<file path="config.mk">
export PLATFORM = sky130hd
export DESIGN_NAME = arith_seq_ctrl
export DESIGN_NICKNAME = d
export VERILOG_FILES = /design/src/rtl/arith_seq_ctrl.sv
export SDC_FILE = /design/constraint.sdc
export NUM_CORES = 1
export LEC_CHECK = 0
export ABC_AREA = 1
export ABC_CLOCK_PERIOD_IN_PS = 2100
export BUFFER_PORTS_ARGS = -buffer_cell sky130_fd_sc_hd__buf_4
export CORE_MARGIN = 4
export CORE_UTILIZATION = 49
export DETAILED_ROUTE_END_ITERATION = 8
export PLACE_DENSITY = 0.78
export REMOVE_ABC_BUFFERS = 1
export SLEW_MARGIN = 10
export SYNTH_ARGS = -nofsm -noshare
export SYNTH_HDL_FRONTEND = slang
export SYNTH_SLANG_ARGS = --single-unit
</file>
<file path="constraint.sdc">
create_clock -name clk -period 2.1 [get_ports clk]
set_input_delay 0.21 -clock clk [delete_from_list [all_inputs] [get_ports clk]]
set_output_delay 0.21 -clock clk [all_outputs]
set_load 0.005 [all_outputs]
</file>
<file path="src/rtl/arith_seq_ctrl.sv">
// Multi-cycle wide add/sub/neg/inc sequencer over one shared N-bit slice.
// Optional Zero/Ovf flags when ARITH_SEQ_FLAGS_EN is defined.
module arith_seq_ctrl #(
    parameter int N     = 8,
    parameter int WORDS = 4
) (
    input  logic               clk,
    input  logic               rst_n,
    input  logic               Start,
    input  logic               Abort,
    input  logic [1:0]         Sel,
    input  logic               Cin,
    input  logic [N*WORDS-1:0] A,
    input  logic [N*WORDS-1:0] B,
    output logic               Ready,
    output logic               Busy,
    output logic               Done,
    output logic [N*WORDS-1:0] Result,
    output logic               Cout
`ifdef ARITH_SEQ_FLAGS_EN
   ,output logic               Zero,
    output logic               Ovf
`endif
);

    localparam int W  = N * WORDS;
    localparam int CW = $clog2(WORDS);

    localparam logic [1:0] S_IDLE = 2'd0;
    localparam logic [1:0] S_RUN  = 2'd1;
    localparam logic [1:0] S_DONE = 2'd2;

    localparam logic [1:0] OP_ADD = 2'b00;

    logic [1:0]    r_state;
    logic [1:0]    r_sel;
    logic [W-1:0]  r_a;
    logic [W-1:0]  r_b;
    logic          r_carry;
    logic [CW-1:0] r_cnt;
    logic [W-1:0]  r_result;
    logic          r_cout;

    logic [N-1:0]  w_x;
    logic [N-1:0]  w_y;
    logic [N:0]    w_full;
    logic          w_last;
    logic          w_first_c;

    // NEG/INC ignore A; SUB/NEG feed ~B with carry-in forced to 1
    assign w_x       = r_sel[1] ? '0 : r_a[N-1:0];
    assign w_y       = (r_sel[1] ^ r_sel[0]) ? ~r_b[N-1:0] : r_b[N-1:0];
    assign w_full    = {1'b0, w_x} + {1'b0, w_y} + {{N{1'b0}}, r_carry};
    assign w_last    = (r_cnt == CW'(WORDS - 1));
    assign w_first_c = (Sel == OP_ADD) ? Cin : 1'b1;

    assign Ready  = (r_state == S_IDLE);
    assign Busy   = (r_state == S_RUN);
    assign Done   = (r_state == S_DONE) & ~Abort;
    assign Result = r_result;
    assign Cout   = r_cout;

`ifdef ARITH_SEQ_FLAGS_EN
    logic r_nz;
    logic r_zero;
    logic r_ovf;
    logic w_c_msb;

    assign w_c_msb = w_x[N-1] ^ w_y[N-1] ^ w_full[N-1];
    assign Zero    = r_zero;
    assign Ovf     = r_ovf;

    always_ff @(posedge clk or negedge rst_n) begin
        if (!rst_n) begin
            r_nz   <= 1'b0;
            r_zero <= 1'b0;
            r_ovf  <= 1'b0;
        end else begin
            if (r_state == S_IDLE) begin
                if (Start && !Abort)
                    r_nz <= 1'b0;
            end else if (Abort) begin
                r_zero <= 1'b0;
                r_ovf  <= 1'b0;
            end else if (r_state == S_RUN) begin
                r_nz <= r_nz | (|w_full[N-1:0]);
                if (w_last) begin
                    r_zero <= ~(r_nz | (|w_full[N-1:0]));
                    r_ovf  <= w_c_msb ^ w_full[N];
                end
            end
        end
    end
`endif

    always_ff @(posedge clk or negedge rst_n) begin
        if (!rst_n) begin
            r_state  <= S_IDLE;
            r_sel    <= '0;
            r_a      <= '0;
            r_b      <= '0;
            r_carry  <= 1'b0;
            r_cnt    <= '0;
            r_result <= '0;
            r_cout   <= 1'b0;
        end else begin
            case (r_state)
                S_IDLE: begin
                    if (Start && !Abort) begin
                        r_sel   <= Sel;
                        r_a     <= A;
                        r_b     <= B;
                        r_carry <= w_first_c;
                        r_cnt   <= '0;
                        r_state <= S_RUN;
                    end
                end
                S_RUN: begin
                    if (Abort) begin
                        r_state <= S_IDLE;
                    end else begin
                        for (int k = 0; k < WORDS; k++) begin
                            if (r_cnt == CW'(k))
                                r_result[k*N +: N] <= w_full[N-1:0];
                        end
                        r_a     <= r_a >> N;
                        r_b     <= r_b >> N;
                        r_carry <= w_full[N];
                        r_cnt   <= r_cnt + 1'b1;
                        if (w_last) begin
                            r_cout  <= w_full[N];
                            r_state <= S_DONE;
                        end
                    end
                end
                S_DONE: begin
                    r_state <= S_IDLE;
                end
                default: begin
                    r_state <= S_IDLE;
                end
            endcase
        end
    end

endmodule
</file>
# After elaboration in Yosys (flattened, before gate mapping)
# Cells that the tools add are included.
# totals
register_bits	104
input_bits	71
output_inout_bits	36
elab_cells	58
# op_classes
add_sub_neg	3
n_eq_ne	8
muxes	19
bitwise	4
n_reduce_logical	13
# ops
op	n
two-way mux 32 bit	4
case mux 32 bit (2 select lines)	2
two-way mux 8 bit	2
AND reduction 3 bit	5
two-way mux 2 bit	5
adder 8 x 8 -> 9 bit	1
adder 9 x 1 -> 9 bit	1
inverter 8 bit	1
case mux 2 bit (2 select lines)	2
== test 2 bit (second input constant)	3
zero test 2 bit	3
== test 2 x 1 -> 1 bit (second input constant)	2
AND reduction 2 bit	2
two-way mux 1 bit	3
!= test 3 x 2 -> 1 bit (second input constant)	1
adder 2 x 1 -> 2 bit (second input constant)	1
!= test 2 x 1 -> 1 bit (second input constant)	1
!= test 2 bit (second input constant)	1
case mux 1 bit (2 select lines)	1
nonzero test 2 bit	1
AND 1 bit	1
logical AND 1 bit	1
zero test 1 bit	1
inverter 1 bit	1
XOR 1 bit	1

# Logic depth before layout (Yosys ltp)
# depth
word_depth	6
depth_mapped	13
ltp_nobuf	12

# Least setup slack after synthesis
# Ideal clock, no wire load.
# synth_timing
path_kind	reg-to-reg
start	register r_sel[1]
end	register r_result[14] (netlist: Result[14])
setup_time_ns	0.118
t_arrival_ns	2.132
required_ns	1.982
path_slack_ns	-0.150
path_stages_with_launch	13
path_buffers	1
synth_period_minus_slack_ns	2.250
cell_sequence	dfrtp_1 -> buf_2 -> xnor2_4 -> xor2_1 -> fa_1 -> inv_1 -> fa_1 -> nand2_1 -> nand2_1 -> nand3_1 -> nand3b_1 -> nand3_1 -> nand2_1
# synth_between
elab_chain_cells	4
word_cells_on_any_way	5
cone_classes	add/sub (2); mux (2); bitwise (1)
# synth_rtl
element	line_no	source
start: declaration	36	logic [1:0] r_sel;
start signal: assignment	110	r_sel <= Sel;
XOR 1 bit	52	assign w_y = (r_sel[1] ^ r_sel[0]) ? ~r_b[N-1:0] : r_b[N-1:0];
two-way mux 8 bit	52	
adder 8 x 8 -> 9 bit *	53	assign w_full = {1'b0, w_x} + {1'b0, w_y} + {{N{1'b0}}, r_carry};
adder 9 x 1 -> 9 bit *	53	
end signal: indexed assignment	124	r_result[k*N +: N] <= w_full[N-1:0];
end: declaration	41	logic [W-1:0] r_result;
# Every way passes the cells marked *; elsewhere a longest branch is shown, timed or not.
# A chain may end at the register's enable or synchronous reset.

# Final worst setup path
# layout_timing
start	register r_sel[1]
end	register r_result[30] (netlist: Result[30])
# The elaborated chain is that of the path after synthesis.

==> flow_summary.toml <==
[clock_network]
clk_path_buf_depth = 2
cts_num_sinks = 104
insertion_delay_ns = 0.37
cts.htree.levels = 3
clk_pin_slew_ns = 0.10
cts_root_buffer = "clkbuf_8"
cts_tree = "built"
cts_buffers = 9

[drt]
drt-total-wl_um = 11680
ant_nets = 0
routed-wl-met3_um = 859
drtIter0Drc = 165
wl_met2_um = 5709
top_layer_used = "met4"
vias = 4161
met1_length_um = 4913
viasPerCell = 5.019
drc_errors = 0
dr.pass1.iters = 4
avgRoutedWirePerCell_um = 14.09

[cells_and_area]
drive_above_1_share_pct = 26.87
post-route-util_pct = 64.20
n_fill_cell = 833
layout.nets = 775
syn2layout_area_growth_pct = 25.75
final_cell_area_um2 = 6391
diodes = 0

[critical_path]
crit_path_max_fanout = 4
cp_data_arrival_time_ns = 2.38
cpMaxStageDelayCell = "dfrtp_2"
setup.worst_path.class = "flip-flop to flip-flop"
cp_slowest_stage_delay_ns = 0.46
r2r_end = "Result[30]"
critPathCaptureType = "flip-flop"
r2r-start = "r_sel[1]"
reg2regPathDepth = 11
cp_cell_sequence = "xnor2_4, xor2_2, fa_2, inv_2, fa_2, nand2_4, nand2_4, nand3_2, nand3b_1, nand3_1, nand2_1"
start_kind = "flip-flop"
r2r_slack_ns = -0.02
cp_data_required_time_ns = 2.36

[synth]
netlist_area_um2 = 5082
postSynthCellCount = 580
yosys_register_bits = 104
synth_edf_count = 0
synthFlopType = "dfrtp_1"
yosysUniqueCellTypes = 31
syn_area_per_cell_um2 = 8.763
seq_area_frac_synth_pct = 51.21
yosys_warnings = 0
synthArstFlopShare_pct = 100.0

[min_path]
min_path_cells = 3
hold_path_startpoint = "A[24]"
hold_path.class = "input port to flip-flop"
whs_endpoint = "r_a[24]"

[timing]
hold_violations = 0
tightest_slew_ns = 0.6679
setup_viol = 3
final.setup_skew_ns = 0.009038
clock.fmax_mhz = 471.0
setup-tns-final_ns = -0.02563
fin_crit_sh_pct = 101.1
fin_ws_ns = -0.02300
rsz0062_at_grt = "true"
slew_headroom_pct = 55.47
slew_violations = 0
period_needed_ns = 2.123

[status]
violations = "negative setup slack"
outcome = "finished with violations"

[die]
num_rows = 36
die_h_um = 109.8
start_util_pct = 51.06
pin_count = 107
die-area_um2 = 12070
core_area_um2 = 9955
die_w_um = 109.8

[placement]
placed_area_um2 = 6023
portBuffers = 106
gp_congestion = 0.8791
dpl.hpwl_um = 8389

[power_and_ir_drop]
p_leak_nw = 3.226
power_density_nw_per_um2 = 1270
peakVddDrop_v = 0.0006017
total_power_mw = 8.116

[global_route]
grt_max_degree = 88
grt_pass1_wl_um = 18860
grt_pass1_vias = 4114
overflow = 0
grt_antenna_before_repair = 0
track_usage_pct = 19.99

[run]
max-cap-violations = 0
-- synth_stat cells, types with 3 or more instances --
cell,count,area [um2]
nor2_1,17,63.81
buf_6,4,45.04
a31oi_2,3,37.54
o21ai_1,3,15.01
nand2_1,155,581.8
nand2_2,4,25.02
clkbuf_1,9,33.78
ha_1,11,137.6
a21oi_1,4,20.02
o211ai_1,42,315.3
inv_2,4,15.01
xor2_1,10,87.58
inv_1,78,292.8
o21ai_0,66,330.3
dfrtp_1,104,2603
nand3_1,35,175.2
buf_2,8,40.04
nand2_4,3,33.78
-- logic make-up after synthesis --
| family | Yosys count | synth area share, % |
|---|---|---|
| mux | 2 | 0.4431 |
| buf+inv | 107 | 9.281 |
| compound gates | 121 | 14.52 |
| flops | 104 | 51.21 |
| simple gates | 221 | 18.61 |
| fa+ha+maj | 13 | 3.496 |
| xor+xnor | 12 | 2.437 |
-- routing by layer --
layer | track usage (%) | vias to the layer above
li1 | - | 2082
met1 | 25.35 | 1949
met2 | 32.54 | 112
met3 | 5.755 | 18
met4 | 7.302 | 0
met5 | 0 | -
-- how the worst max path moves through the flow --
stage                         from          to  slack [ns]  cells past startpoint
after detailed placement  r_sel[1]  Result[12]       -0.15                     10
after global routing      r_sel[1]   Result[7]       -0.13                     11
after CTS                 r_sel[0]     r_carry       -0.02                     11
after floorplan           r_sel[1]  Result[14]       -0.15                     11
final                     r_sel[1]  Result[30]       -0.02                     11
after global placement    r_sel[1]   Result[4]       -0.02                     10
-- what timing repair did --
action	CTS	global route
resized for setup	15	21
hold buffers	1	0
pin swaps	10	15
hold endpoints to repair	47	0
setup buffers	1	3
setup endpoints to repair	21	26
-- metrics by stage --
step	setup slack, ns	hold slack, ns	std cells
3_5_place_dp	-0.1503	0.2917	808
3_3_place_gp	-0.02259	0.2793	808
5_1_grt	-0.1345	0.06137	829
4_1_cts	-0.01891	0.05176	826
6_report	-0.02300	0.07227	829
2_1_floorplan	-0.1491	-0.08559	555
-- where the power goes --
part           total, mW  switching, mW  internal, mW
registers           3.02          0.345          2.68
clock network       1.10          0.664         0.433
logic               3.99           2.21          1.78
total               8.12           3.22          4.89
-- cell usage in the layout, fill, tap and decap left out, types with 2 or more instances in the layout --
| cell type | netlist | routed |
|---|---|---|
| nand2_1 | 155 | 146 |
| buf_4 | 2 | 119 |
| dfrtp_1 | 104 | 102 |
| inv_1 | 78 | 77 |
| o21ai_0 | 66 | 66 |
| o211ai_1 | 42 | 42 |
| nand3_1 | 35 | 32 |
| nor2_1 | 17 | 16 |
| nand2_2 | 4 | 10 |
| ha_1 | 11 | 10 |
| clkbuf_8 | 0 | 9 |
| nand2_4 | 3 | 6 |
| xor2_1 | 10 | 5 |
| inv_2 | 4 | 5 |
| xor2_2 | 0 | 4 |
| a31oi_2 | 3 | 3 |
| o21ai_1 | 3 | 3 |
| nand3_2 | 0 | 3 |
| a21oi_2 | 0 | 3 |
| clkinv_2 | 0 | 3 |
| buf_12 | 0 | 3 |
| xnor2_4 | 1 | 2 |
| nor2_4 | 2 | 2 |
| nor3_1 | 2 | 2 |
| mux2_2 | 2 | 2 |
| a31oi_1 | 2 | 2 |
| fa_2 | 0 | 2 |
| clkbuf_1 | 9 | 2 |
| buf_6 | 4 | 2 |
| dfrtp_2 | 0 | 2 |
-- sequential cells by signal (all words and copies together) (netlist names) --
name / flops
r_cnt: 2
r_a: 32
r_sel: 2
Result: 32
r_b: 32
r_state: 2
r_carry: 1
Cout: 1
-- cell type report --
class	instances	area, um2	area share [%]
repair buffers	125	985.9	15.43
flip-flops and latches	104	2605	40.76
clock inverters	5	32.53	0.5090
clock buffers	11	131.4	2.056
inverters	82	307.8	4.816
well taps	133	166.4	2.604
multi-input cells	369	2162	33.83
-- critical path: cells and delay by family (launching register included) --
family	cells	cell delay, ns
fa+ha+maj	2	0.58
simple gates	6	0.54
flops	1	0.46
xor+xnor	2	0.37
buf+inv	1	0.05
Note: power is estimated with default switching activity, not from simulation.
